## src/rtl/spad_ctrl_pkg.sv

```systemverilog
// -----------------------------------------------------------------------------
// spad_ctrl_pkg
// Shared types for the scratchpad access controller.
//   spad_ctrl_state_e : controller FSM states
//   spad_cmd_t        : fill/drain command {write, base_addr, len}
//   read_slot_free()  : drain-side credit check against the 2-entry skid FIFO
// SPAD_ADDR_BITWIDTH sizes spad_cmd_t and is the default SPad geometry of
// spad_access_ctrl; change both together when building a deeper SPad.
// -----------------------------------------------------------------------------
package spad_ctrl_pkg;

   localparam int SPAD_ADDR_BITWIDTH = 9;
   localparam int SPAD_DATA_BITWIDTH = 16;

   typedef enum logic [2:0] {
      ST_IDLE  = 3'd0,
      ST_FILL  = 3'd1,
      ST_DRAIN = 3'd2,
      ST_FLUSH = 3'd3,
      ST_FIN   = 3'd4
   } spad_ctrl_state_e;

   typedef struct packed {
      logic                          write;
      logic [SPAD_ADDR_BITWIDTH-1:0] base_addr;
      logic [SPAD_ADDR_BITWIDTH:0]   len;
   } spad_cmd_t;

   // A new read may be issued when the words already owed to the FIFO
   // (stored + in flight), less the one leaving this cycle, leave room for it.
   function automatic logic read_slot_free(input logic [1:0] occ,
                                           input logic       inflight,
                                           input logic       pop);
      logic [2:0] pending;
      pending = {1'b0, occ} + {2'b00, inflight} - {2'b00, pop};
      return (pending < 3'd2);
   endfunction

endpackage

```

## src/rtl/spad_rd_skid_fifo.sv

```systemverilog
// -----------------------------------------------------------------------------
// spad_rd_skid_fifo
// Two-entry FIFO that catches SPad read data so the drain stream can stall
// without losing a word already requested from the SPad.
// Ports:
//   clk, reset        clock; synchronous active-low reset
//   push, push_data   write one word (ignored when full and not popping)
//   pop               remove the head word (ignored when empty)
//   head_data         current head word, 0 when empty
//   full, empty       occupancy flags
//   count             occupancy 0..2
// -----------------------------------------------------------------------------
module spad_rd_skid_fifo #(
   parameter int DATA_BITWIDTH = 16
) (
   input  logic                     clk,
   input  logic                     reset,
   input  logic                     push,
   input  logic [DATA_BITWIDTH-1:0] push_data,
   input  logic                     pop,
   output logic [DATA_BITWIDTH-1:0] head_data,
   output logic                     full,
   output logic                     empty,
   output logic [1:0]               count
);

   logic [DATA_BITWIDTH-1:0] mem_q [2];
   logic                     wr_ptr_q;
   logic                     rd_ptr_q;
   logic [1:0]               count_q;
   logic                     push_ok_s;
   logic                     pop_ok_s;

   assign pop_ok_s  = pop && (count_q != 2'd0);
   assign push_ok_s = push && ((count_q != 2'd2) || pop_ok_s);

   // Pointer and occupancy bookkeeping.
   always_ff @(posedge clk) begin
      if (!reset) begin
         wr_ptr_q <= 1'b0;
         rd_ptr_q <= 1'b0;
         count_q  <= 2'd0;
      end else begin
         if (push_ok_s) wr_ptr_q <= ~wr_ptr_q;
         if (pop_ok_s)  rd_ptr_q <= ~rd_ptr_q;
         case ({push_ok_s, pop_ok_s})
            2'b10:   count_q <= count_q + 2'd1;
            2'b01:   count_q <= count_q - 2'd1;
            default: count_q <= count_q;
         endcase
      end
   end

   // Entry storage.
   always_ff @(posedge clk) begin
      if (!reset) begin
         mem_q[0] <= {DATA_BITWIDTH{1'b0}};
         mem_q[1] <= {DATA_BITWIDTH{1'b0}};
      end else if (push_ok_s) begin
         mem_q[wr_ptr_q] <= push_data;
      end
   end

   assign full      = (count_q == 2'd2);
   assign empty     = (count_q == 2'd0);
   assign count     = count_q;
   assign head_data = empty ? {DATA_BITWIDTH{1'b0}} : mem_q[rd_ptr_q];

endmodule

```

## src/rtl/spad_access_ctrl.sv

```systemverilog
// -----------------------------------------------------------------------------
// spad_access_ctrl
// Initiator side of a per-PE scratchpad port. Fill commands stream words from a
// valid/ready source into consecutive SPad addresses; drain commands read
// consecutive addresses and emit them on a valid/ready sink in address order.
// The SPad's 1-cycle read latency is absorbed by a 2-entry skid FIFO, and the
// read bus is sampled only in the cycle after a request, so its idle value is
// never forwarded.
// Ports:
//   clk, reset                   clock; synchronous active-low reset
//   cmd_valid/cmd_ready          command handshake (ready only when idle)
//   cmd_write                    1 = fill, 0 = drain
//   cmd_base_addr, cmd_len       first address, word count 0..2**ADDR_BITWIDTH
//   wr_valid/wr_ready/wr_data    fill source stream
//   rd_valid/rd_ready/rd_data    drain sink stream
//   spad_read_request/_addr      SPad read port
//   spad_write_enable/_addr/_data SPad write port
//   spad_read_data               SPad read data, valid 1 cycle after request
//   busy, done                   not idle; 1-cycle completion pulse
// Optional feature (macro SPAD_ACCESS_PERF_EN): adds saturating counters
//   perf_words (words moved either way) and perf_stall (sink stall cycles).
// -----------------------------------------------------------------------------
module spad_access_ctrl
   import spad_ctrl_pkg::*;
#(
   parameter int DATA_BITWIDTH = SPAD_DATA_BITWIDTH,
   parameter int ADDR_BITWIDTH = SPAD_ADDR_BITWIDTH
) (
   input  logic                     clk,
   input  logic                     reset,
   input  logic                     cmd_valid,
   output logic                     cmd_ready,
   input  logic                     cmd_write,
   input  logic [ADDR_BITWIDTH-1:0] cmd_base_addr,
   input  logic [ADDR_BITWIDTH:0]   cmd_len,
   input  logic                     wr_valid,
   output logic                     wr_ready,
   input  logic [DATA_BITWIDTH-1:0] wr_data,
   output logic                     rd_valid,
   input  logic                     rd_ready,
   output logic [DATA_BITWIDTH-1:0] rd_data,
   output logic                     spad_read_request,
   output logic [ADDR_BITWIDTH-1:0] spad_read_addr,
   output logic                     spad_write_enable,
   output logic [ADDR_BITWIDTH-1:0] spad_write_addr,
   output logic [DATA_BITWIDTH-1:0] spad_write_data,
   input  logic [DATA_BITWIDTH-1:0] spad_read_data,
   output logic                     busy,
   output logic                     done
`ifdef SPAD_ACCESS_PERF_EN
   ,
   output logic [31:0]              perf_words,
   output logic [31:0]              perf_stall
`endif
);

   localparam logic [ADDR_BITWIDTH-1:0] ADDR_ONE  = ADDR_BITWIDTH'(1);
   localparam logic [ADDR_BITWIDTH-1:0] ADDR_ZERO = ADDR_BITWIDTH'(0);
   localparam logic [ADDR_BITWIDTH:0]   REM_ONE   = (ADDR_BITWIDTH + 1)'(1);
   localparam logic [ADDR_BITWIDTH:0]   REM_ZERO  = (ADDR_BITWIDTH + 1)'(0);
   localparam logic [DATA_BITWIDTH-1:0] DATA_ZERO = DATA_BITWIDTH'(0);

   spad_ctrl_state_e         state_q, state_d;
   logic [ADDR_BITWIDTH-1:0] ptr_q, ptr_d;
   logic [ADDR_BITWIDTH:0]   rem_q, rem_d;
   logic                     inflight_q;
   logic                     done_q;

   spad_cmd_t                cmd_s;
   logic                     cmd_fire_s;
   logic                     we_s;
   logic                     rd_req_s;
   logic                     rd_fire_s;
   logic                     slot_free_s;
   logic [1:0]               fifo_count_s;
   logic                     fifo_full_s;
   logic                     fifo_empty_s;
   logic [DATA_BITWIDTH-1:0] fifo_head_s;

   // Command view of the input ports.
   always_comb begin
      cmd_s.write     = cmd_write;
      cmd_s.base_addr = SPAD_ADDR_BITWIDTH'(cmd_base_addr);
      cmd_s.len       = (SPAD_ADDR_BITWIDTH + 1)'(cmd_len);
   end

   assign cmd_fire_s  = cmd_valid && (state_q == ST_IDLE);
   assign rd_fire_s   = !fifo_empty_s && rd_ready;
   // Counting this cycle's pop keeps the drain at one word per clock; it makes
   // the read request depend combinationally on rd_ready.
   assign slot_free_s = read_slot_free(fifo_count_s, inflight_q, rd_fire_s);

   // Next-state, pointer and remaining-count logic.
   always_comb begin
      state_d  = state_q;
      ptr_d    = ptr_q;
      rem_d    = rem_q;
      we_s     = 1'b0;
      rd_req_s = 1'b0;
      case (state_q)
         ST_IDLE: begin
            if (cmd_fire_s) begin
               ptr_d = ADDR_BITWIDTH'(cmd_s.base_addr);
               rem_d = (ADDR_BITWIDTH + 1)'(cmd_s.len);
               if (cmd_s.len == (SPAD_ADDR_BITWIDTH + 1)'(0)) begin
                  state_d = ST_FIN;
               end else if (cmd_s.write) begin
                  state_d = ST_FILL;
               end else begin
                  state_d = ST_DRAIN;
               end
            end else begin
               state_d = ST_IDLE;
            end
         end
         ST_FILL: begin
            if (wr_valid) begin
               we_s    = 1'b1;
               ptr_d   = ptr_q + ADDR_ONE;
               rem_d   = rem_q - REM_ONE;
               state_d = (rem_q == REM_ONE) ? ST_FIN : ST_FILL;
            end else begin
               state_d = ST_FILL;
            end
         end
         ST_DRAIN: begin
            if ((rem_q != REM_ZERO) && slot_free_s) begin
               rd_req_s = 1'b1;
               ptr_d    = ptr_q + ADDR_ONE;
               rem_d    = rem_q - REM_ONE;
               state_d  = (rem_q == REM_ONE) ? ST_FLUSH : ST_DRAIN;
            end else if (rem_q == REM_ZERO) begin
               state_d = ST_FLUSH;
            end else begin
               state_d = ST_DRAIN;
            end
         end
         ST_FLUSH: begin
            if (!inflight_q && fifo_empty_s) begin
               state_d = ST_FIN;
            end else begin
               state_d = ST_FLUSH;
            end
         end
         ST_FIN: begin
            state_d = ST_IDLE;
         end
         default: begin
            state_d = ST_IDLE;
         end
      endcase
   end

   // Controller state registers; done is the registered echo of FIN.
   always_ff @(posedge clk) begin
      if (!reset) begin
         state_q    <= ST_IDLE;
         ptr_q      <= ADDR_ZERO;
         rem_q      <= REM_ZERO;
         inflight_q <= 1'b0;
         done_q     <= 1'b0;
      end else begin
         state_q    <= state_d;
         ptr_q      <= ptr_d;
         rem_q      <= rem_d;
         inflight_q <= rd_req_s;
         done_q     <= (state_q == ST_FIN);
      end
   end

   // Read data is pushed only in the cycle after a request; any other bus value is dropped.
   spad_rd_skid_fifo #(
      .DATA_BITWIDTH (DATA_BITWIDTH)
   ) u_skid (
      .clk       (clk),
      .reset     (reset),
      .push      (inflight_q),
      .push_data (spad_read_data),
      .pop       (rd_fire_s),
      .head_data (fifo_head_s),
      .full      (fifo_full_s),
      .empty     (fifo_empty_s),
      .count     (fifo_count_s)
   );

   assign cmd_ready         = (state_q == ST_IDLE);
   assign busy              = (state_q != ST_IDLE);
   assign done              = done_q;
   assign wr_ready          = (state_q == ST_FILL);
   assign rd_valid          = !fifo_empty_s;
   assign rd_data           = fifo_head_s;
   assign spad_read_request = rd_req_s;
   assign spad_read_addr    = rd_req_s ? ptr_q : ADDR_ZERO;
   assign spad_write_enable = we_s;
   assign spad_write_addr   = we_s ? ptr_q : ADDR_ZERO;
   assign spad_write_data   = we_s ? wr_data : DATA_ZERO;

`ifdef SPAD_ACCESS_PERF_EN
   logic [31:0] perf_words_q;
   logic [31:0] perf_stall_q;
   logic        stall_s;

   function automatic logic [31:0] sat_inc(input logic [31:0] v, input logic en);
      return (en && (v != 32'hFFFF_FFFF)) ? (v + 32'd1) : v;
   endfunction

   assign stall_s = ((state_q == ST_DRAIN) || (state_q == ST_FLUSH)) &&
                    !fifo_empty_s && !rd_ready;

   // Saturating transfer and sink-stall counters.
   always_ff @(posedge clk) begin
      if (!reset) begin
         perf_words_q <= 32'd0;
         perf_stall_q <= 32'd0;
      end else begin
         perf_words_q <= sat_inc(perf_words_q, we_s || rd_fire_s);
         perf_stall_q <= sat_inc(perf_stall_q, stall_s);
      end
   end

   assign perf_words = perf_words_q;
   assign perf_stall = perf_stall_q;
`else
   logic unused_s;
   assign unused_s = fifo_full_s;
`endif

endmodule

```

## config.mk

```make
export PLATFORM = sky130hd
export DESIGN_NAME = spad_access_ctrl
export DESIGN_NICKNAME = d
export VERILOG_FILES = /design/src/rtl/spad_ctrl_pkg.sv /design/src/rtl/spad_rd_skid_fifo.sv /design/src/rtl/spad_access_ctrl.sv
export SDC_FILE = /design/constraint.sdc
export NUM_CORES = 1
export LEC_CHECK = 0
export CAP_MARGIN = 20
export CORE_ASPECT_RATIO = 0.9
export CORE_MARGIN = 1.5
export CORE_UTILIZATION = 40
export DETAILED_ROUTE_END_ITERATION = 16
export HOLD_SLACK_MARGIN = 0.15
export PLACE_DENSITY = 0.7
export SLEW_MARGIN = 0
export SYNTH_ARGS = -nofsm -noshare
export SYNTH_HDL_FRONTEND = slang
export SYNTH_SLANG_ARGS = --single-unit
```

## constraint.sdc

```tcl
create_clock -name clk -period 3.4 [get_ports clk]
set_clock_uncertainty 0.05 [all_clocks]
set_input_delay 0.68 -clock clk [delete_from_list [all_inputs] [get_ports clk]]
set_output_delay 0.68 -clock clk [all_outputs]
set_load 0.05 [all_outputs]
```

==> out/results.tsv, run 1 <==
stage	metric	value	unit
timing	final_hold_viol_count	0	
floorplan	num_io_pins	114	
min_path	min_path_cells	2	
detailed_routing	routed_wirelength	11.0	mm
synth	synth_edf_count	32	
global_route	grt_max_degree	39	
detailed_routing	drc	0	
critical_path	arrival	3.53	ns
clock_network	clockBufferDepth	2	
critical_path	r2r-end	rem_q[5]$_SDFFE_PN0P_	
finish	drive_gt1_share	27.0	%
synth	yosysTopAreaCell	edfxtp_1	
global_route	grt_overflow	0	
placement	hpwl	6.78	mm
synth	synth_top_family_by_area	simple AND/OR/NAND/NOR gates	
synth	synthXorXnorAreaFrac	1.50	%
synth	syn_inst	377	
min_path	hp-class	reg2reg	
clock_network	cts.clk_slew.worst_paths	0.07	ns
timing	slew_headroom	44.5	%
min_path	hp-start	rem_q[1]$_SDFFE_PN0P_	
floorplan	die-area	0.00931	mm2
critical_path	endpoint_kind	flip-flop	
timing	rsz0062_at_grt	yes	
finish	fin_nets	570	
power_and_ir_drop	vdd_drop_max	0.279	mV
critical_path	reg2reg_slack	0.04	ns
critical_path	reg2reg_from	u_skid.count[0]$_SDFFE_PN0P_	
detailed_routing	wl_per_cell	17.5	um
timing	maxSlewViolCount	0	
placement	placed_cells	596	
floorplan	coreArea	0.00853	mm2
timing	period_needed	3.38	ns
global_route	busiest_layer	met2	
synth	ys_warn_count	0	
clock_network	cts-buffers-inserted	9	
finish	final_area	0.00582	mm2
clock_network	cts_sinks	61	
finish	regArea	0.00155	mm2
global_route	grt_usage	22.9	%
synth	syn-cell-area	0.00350	mm2
floorplan	initial_utilization	41.0	%
floorplan	die_x	102	um
placement	dp_slack	-0.416	ns
critical_path	path_common_cell	buf_4	
timing	worst_pin_slew	0.826	ns
synth	ys_types	54	
timing	fin_ws	0.0231	ns
global_route	grtUsageMet3	5.26	%
clock_network	ctsRootBufferMaster	clkbuf_8	
synth	synthTopCellsByArea	edfxtp_1 27%, dfxtp_1 17%, and2_1 8.1%, and3_1 5.0%, mux2i_1 4.6%	
critical_path	slowest_stage	a311o_2	
finish	fill_cells	652	
critical_path	crit_chain	buf_6 -> nor2b_4 -> ha_4 -> nand2b_4 -> fa_2 -> xnor2_2 -> buf_4 -> buf_4 -> buf_4 -> buf_4 -> buf_4 -> buf_4 -> buf_6 -> a21oi_2 -> a311o_2 -> buf_12 -> o211ai_1 -> o31ai_4	
flow_run	cap_viol_max_count	0	
floorplan	core.rowCount	32	
synth	synth_top_area_share	27.5	%
synth	synth_fa_ha_area_share	2.72	%
power_and_ir_drop	power_density	510	mW/mm2
critical_path	path_class	in2reg	
power_and_ir_drop	total_power	0.00297	W
placement	place_area	0.00517	mm2
synth	muxShareOfSynthArea	4.58	%
timing	max_freq	296	MHz
placement	io_buffers	113	
status	outcome	complete, no violations	
finish	n_antenna_cell	0	
power_and_ir_drop	power.leakage	2.25	nW
synth	synth.net_count	441	
detailed_routing	vias_per_cell	5.37	
min_path	hold_end	rem_q[1]$_SDFFE_PN0P_	
critical_path	slowest_delay	0.43	ns
detailed_routing	route.vias.total	3386	
synth	ys_async_sr_fraction	0	%
clock_network	cts_htree_levels	3	
global_route	antenna_found_initial	0	
synth	synth-compound-area-share	13.6	%
critical_path	critPathMaxFanout	5	
timing	setup_violations	0	
critical_path	reg2reg_depth	18	
global_route	use_met1	27.4	%
synth	ys_seq_area_share	44.1	%
synth	ys_ff_latch	61	
finish	area_delta_synth_final	66.4	%
global_route	met2_usage	40.4	%
critical_path	critPathLaunchType	input pin	
global_route	grt_pass1_vias	3229	
detailed_routing	drtPass1Iterations	4	
timing	fin_crit_sh	99.3	%
synth	synth-simple-area-share	28.4	%
synth	ys.flop_type	edfxtp_1	
placement	gp_congestion	0.824	
detailed_routing	drt-initial-drc-count	199	
synth	avgSynthCellArea	9.27	um2
floorplan	chipHeight	91.7	um
finish	multiInputGateArea	0.00202	mm2
detailed_routing	ant_nets	0	
finish	stdcell_count	630	
clock_network	clk_latency	0.34	ns
global_route	grt_pass1_wl	16.4	mm
critical_path	required	3.55	ns
clock_network	cts_tree	done	
==> kinds of logic after synthesis <==
group	Yosys count
compound gates	68
xor+xnor	6
fa+ha+maj	7
buf+inv	39
flops	61
mux	16
simple gates	180
==> worst max path at each step <==
stage / depth (start not counted) / start / endpoint
6_report: 18 / rd_ready / rem_q[5]$_SDFFE_PN0P_
4_1_cts: 12 / rd_ready / spad_read_addr[0]
5_1_grt: 18 / u_skid.count[0]$_SDFFE_PN0P_ / rem_q[5]$_SDFFE_PN0P_
2_1_floorplan: 9 / rd_ready / spad_read_addr[0]
3_3_place_gp: 11 / rd_ready / spad_read_addr[5]
3_5_place_dp: 11 / rd_ready / spad_read_addr[0]
==> synth_stat cells, types with 2 or more instances <==
cell,n
o31a_1,2
nand2_1,21
or3b_2,2
nor3_1,13
or4_1,2
clkbuf_1,22
o211ai_1,6
ha_1,6
buf_1,2
buf_2,3
nand2b_1,2
edfxtp_1,32
buf_6,3
mux2i_1,16
and3_1,28
nor4_1,6
nor2_1,38
o31ai_1,6
xor2_1,2
a21o_1,4
a21oi_1,22
nor3b_1,3
a31oi_1,3
o32ai_1,7
dfxtp_1,29
nand3_1,7
nand3b_1,3
a21oi_2,2
o21ai_0,4
and2_1,45
inv_1,7
nand2_2,2
o221a_1,2
or2_2,2
xnor2_1,4
==> cells in the final DEF, fill, tap and decap left out, types with 13 or more instances in the layout <==
cell type        count
nor3_1              13
clkdlybuf4s50_1     76
edfxtp_1            32
and2_1              36
nand2_1             21
mux2i_1             16
a21oi_1             17
buf_12              38
and3_1              28
nor2_1              37
dfxtp_1             27
buf_4               24
==> flip-flops by register name, indices dropped and copies added (netlist names), named ones only <==
register	count
u_skid.mem_q	32
state_q	3
u_skid.wr_ptr_q	1
u_skid.rd_ptr_q	1
rem_q	10
inflight_q	1
u_skid.count	2
ptr_q	9
done	1
==> critical path, delay by kind of cell <==
kind	cells	cell delay, ns
XOR/XNOR	1	0.15
AND/OR/NAND/NOR	2	0.29
AO/OA/AOI/OAI	4	0.90
adder cells (fa/ha/maj)	2	0.57
buffers and inverters	9	0.93
==> layer usage <==
layer | vias up | routed length, um
li1 | 1613 | -
met1 | 1601 | 4290
met2 | 143 | 5840
met3 | 29 | 642
met4 | 0 | 251
met5 | - | 0
==> through the flow <==
stage                     TNS (ns)  hold slack (ns)  util (%)
after global routing        -0.284            0.459      68.2
after floorplan             -0.445            0.388         -
final                            0            0.440      68.2
after detailed placement     -5.68            0.418      60.6
after CTS                        0            0.439      66.0
after global placement       -4.19            0.400      60.6
==> timing repair <==
| action | in CTS | in global routing |
|---|---|---|
| buffers inserted | 12 | 1 |
| cloned | 3 | 4 |
| pin swaps | 6 | 11 |
| hold buffers | 0 | 0 |
| gates resized for setup | 42 | 16 |
| endpoints found under the setup margin | 10 | 29 |
| endpoints found under the hold margin | 0 | 0 |
==> report_power, final <==
group	switching, W	internal (W)	leakage, nW
registers	0.000107	0.000863	0.570
logic	0.000764	0.000656	1.59
clock network	0.000309	0.000266	0.0856
==> cell type report <==
| type | instances | area share (%) |
|---|---|---|
| repair buffers | 149 | 32.7 |
| multi-input cells | 277 | 34.7 |
| inverters | 8 | 0.516 |
| well taps | 119 | 2.56 |
| flip-flops and latches | 61 | 26.6 |
| clock buffers | 9 | 2.13 |
| clock inverters | 7 | 0.882 |
Note: power is estimated with default switching activity, not from simulation.
==> run 2, diff against run 1 <==
--- a/config.mk
+++ b/config.mk
@@ -10,7 +10,7 @@
 export CORE_MARGIN = 1.5
 export CORE_UTILIZATION = 40
 export DETAILED_ROUTE_END_ITERATION = 16
-export HOLD_SLACK_MARGIN = 0.15
+export HOLD_SLACK_MARGIN = 0.05
 export PLACE_DENSITY = 0.7
 export SLEW_MARGIN = 0
 export SYNTH_ARGS = -nofsm -noshare
==> results of run 2 <==
The final DEF is identical to that of run 1; final timing and power are the same.
==> run 3, diff against run 2 <==
==> constraint.sdc (replaced) <==
create_clock -name clk -period 3.4 [get_ports clk]
set_clock_uncertainty 0.05 [all_clocks]
set_input_delay 0.51 -clock clk [delete_from_list [all_inputs] [get_ports clk]]
set_output_delay 0.51 -clock clk [all_outputs]
set_load 0.05 [all_outputs]
==> out/results.tsv, run 3 (synthesis gave the netlist of run 1 again) <==
stage	metric	value	unit	change
status	outcome	complete, no violations		
global_route	grt_overflow	0		unchanged
detailed_routing	vias_per_cell	5.15		-4.2%
global_route	grt_pass1_vias	3010		-6.8%
placement	io_buffers	113		unchanged
detailed_routing	drc	0		unchanged
placement	gp_congestion	0.829		+0.51%
timing	final_hold_viol_count	0		unchanged
clock_network	clockBufferDepth	2		unchanged
floorplan	chipHeight	91.7	um	unchanged
global_route	antenna_found_initial	0		unchanged
critical_path	reg2reg_depth	11		-7
timing	fin_ws	0.157	ns	+0.133 ns
finish	layout_commonest_cell	clkdlybuf4s50_1		
power_and_ir_drop	power_density	524	mW/mm2	+2.9%
detailed_routing	route.vias.total	3156		-6.8%
clock_network	cts_sinks	61		unchanged
global_route	grt_max_degree	39		unchanged
clock_network	clk_latency	0.34	ns	about the same
critical_path	r2r-end	rem_q[8]$_SDFFE_PN0P_		
finish	final_cell_mix	90 x clkdlybuf4s50_1, 37 x nor2_1, 36 x and2_1		
timing	setup_tns	0	ns	unchanged
floorplan	core.rowCount	32		unchanged
power_and_ir_drop	power.leakage	1.99	nW	-11%
critical_path	worst_setup_path_endpoint	spad_read_addr[7]		
clock_network	cts_tree	done		
flow_run	cap_viol_max_count	0		unchanged
floorplan	die_x	102	um	unchanged
placement	place_area	0.00486	mm2	-6.0%
timing	rsz0062_at_grt	no		
placement	dp_slack	-0.0486	ns	+0.368 ns
floorplan	coreArea	0.00853	mm2	unchanged
global_route	grt_pass1_wl	14.4	mm	-12%
timing	fin_crit_sh	95.4	%	-3.9 points
finish	fin_nets	553		-3.0%
finish	regArea	0.00154	mm2	-0.24%
finish	final_area	0.00510	mm2	-12%
timing	max_freq	308	MHz	+4.1%
clock_network	ctsRootBufferMaster	clkbuf_8		
critical_path	crit_chain	nor2_2 -> nor2b_4 -> ha_1 -> nand2b_1 -> fa_2 -> nand3_1 -> a21oi_2 -> buf_6 -> and2_2 -> buf_12		
critical_path	critPathLaunchType	flip-flop		
critical_path	cp-startpoint	u_skid.count[0]$_SDFFE_PN0P_		
finish	multiInputGateArea	0.00182	mm2	-9.8%
critical_path	slowest_delay	0.54	ns	+0.11 ns
clock_network	cts.clk_slew.worst_paths	0.08	ns	about the same
timing	period_needed	3.24	ns	-0.133 ns
detailed_routing	drtPass1Iterations	4		unchanged
timing	setup_violations	0		unchanged
timing	slew_headroom	34.9	%	-9.6 points
finish	largestRegisters	u_skid.mem_q x32, rem_q x10, ptr_q x9		
critical_path	reg2reg_from	u_skid.count[0]$_SDFFE_PN0P_		
global_route	grt_usage	19.9	%	-3.0 points
critical_path	required	2.84	ns	-0.71 ns
detailed_routing	ant_nets	0		unchanged
power_and_ir_drop	vdd_drop_max	0.274	mV	-1.6%
detailed_routing	routed_wirelength	9.10	mm	-17%
timing	maxSlewViolCount	0		unchanged
clock_network	cts-buffers-inserted	9		unchanged
critical_path	slowest_stage	fa_2		
floorplan	die-area	0.00931	mm2	unchanged
critical_path	path_class	reg2out		
finish	area_delta_synth_final	46.0	%	
floorplan	num_io_pins	114		unchanged
detailed_routing	drt-initial-drc-count	121		-39%
finish	drive_gt1_share	17.6	%	-9.4 points
clock_network	cts_htree_levels	3		unchanged
critical_path	arrival	2.68	ns	-0.85 ns
critical_path	critPathMaxFanout	6		+1
min_path	hp-class	reg2reg		
placement	hpwl	6.38	mm	-5.8%
critical_path	reg2reg_slack	0.62	ns	+0.58 ns
finish	fill_cells	752		+15%
min_path	min_path_cells	2		unchanged
finish	largest_reg_flops	32		unchanged
finish	n_antenna_cell	0		unchanged
critical_path	endpoint_kind	output pin		
timing	worst_pin_slew	0.973	ns	+0.147 ns
floorplan	initial_utilization	41.0	%	unchanged
detailed_routing	wl_per_cell	14.9	um	-15%
finish	registers.top_by_ff_count	u_skid.mem_q		
-- run 3: worst min-delay path by stage --
stage / from / end / slack (ns)
after global routing: rem_q[7]$_SDFFE_PN0P_ / rem_q[7]$_SDFFE_PN0P_ / 0.47
after floorplan: rem_q[7]$_SDFFE_PN0P_ / rem_q[7]$_SDFFE_PN0P_ / 0.39
after CTS: rem_q[7]$_SDFFE_PN0P_ / rem_q[7]$_SDFFE_PN0P_ / 0.44
after global placement: rem_q[7]$_SDFFE_PN0P_ / rem_q[7]$_SDFFE_PN0P_ / 0.40
final: rem_q[1]$_SDFFE_PN0P_ / rem_q[1]$_SDFFE_PN0P_ / 0.45
after detailed placement: rem_q[7]$_SDFFE_PN0P_ / rem_q[7]$_SDFFE_PN0P_ / 0.43
-- run 3: stage by stage --
stage	power, W	util, %	hold slack (ns)	std cells
after CTS	0.00268	59.7	0.441	612
after global routing	0.00282	59.9	0.465	613
after floorplan	0.00168	-	0.388	377
after global placement	0.00199	57.0	0.396	595
final	0.00268	59.9	0.448	613
after detailed placement	0.00202	57.0	0.431	595
-- run 3: area by class of cell --
cell class	count	area share [%]
multi-input combinational	277	35.6
timing repair buffer	132	26.8
sequential	61	30.2
clock buffer	9	2.43
inverter	8	0.588
tap	119	2.92
clock inverter	7	1.45
-- run 3: report_power, final --
group	switching (W)	total, W	internal [W]
clock	0.000313	0.000654	0.000341
combinational	0.000615	0.00107	0.000452
sequential	0.0000956	0.000957	0.000862
total	0.00102	0.00268	0.00165
-- run 3: critical path, delay by kind of cell (launching register included) --
family	cells	cell delay, ns
DFF	1	0.45
and+or+nand+nor	5	0.62
AOI/OAI and AO/OA	1	0.21
buffers and inverters	2	0.30
adders and majority gates	2	0.76
-- run 3: metal layers --
metal  GRT usage, %  vias to the layer above  wire, um
met5              0                        -         0
met2           34.3                       85      4690
met4           6.37                        0       120
li1               -                     1571         -
met3           4.57                       10       437
met1           24.3                     1490      3850
-- run 3: timing repair --
item,in CTS,in global routing
gates resized for setup,9,4
pin swaps,0,0
hold buffers,0,0
buffers inserted,0,1
gates cloned,1,0
setup endpoints to repair,10,10
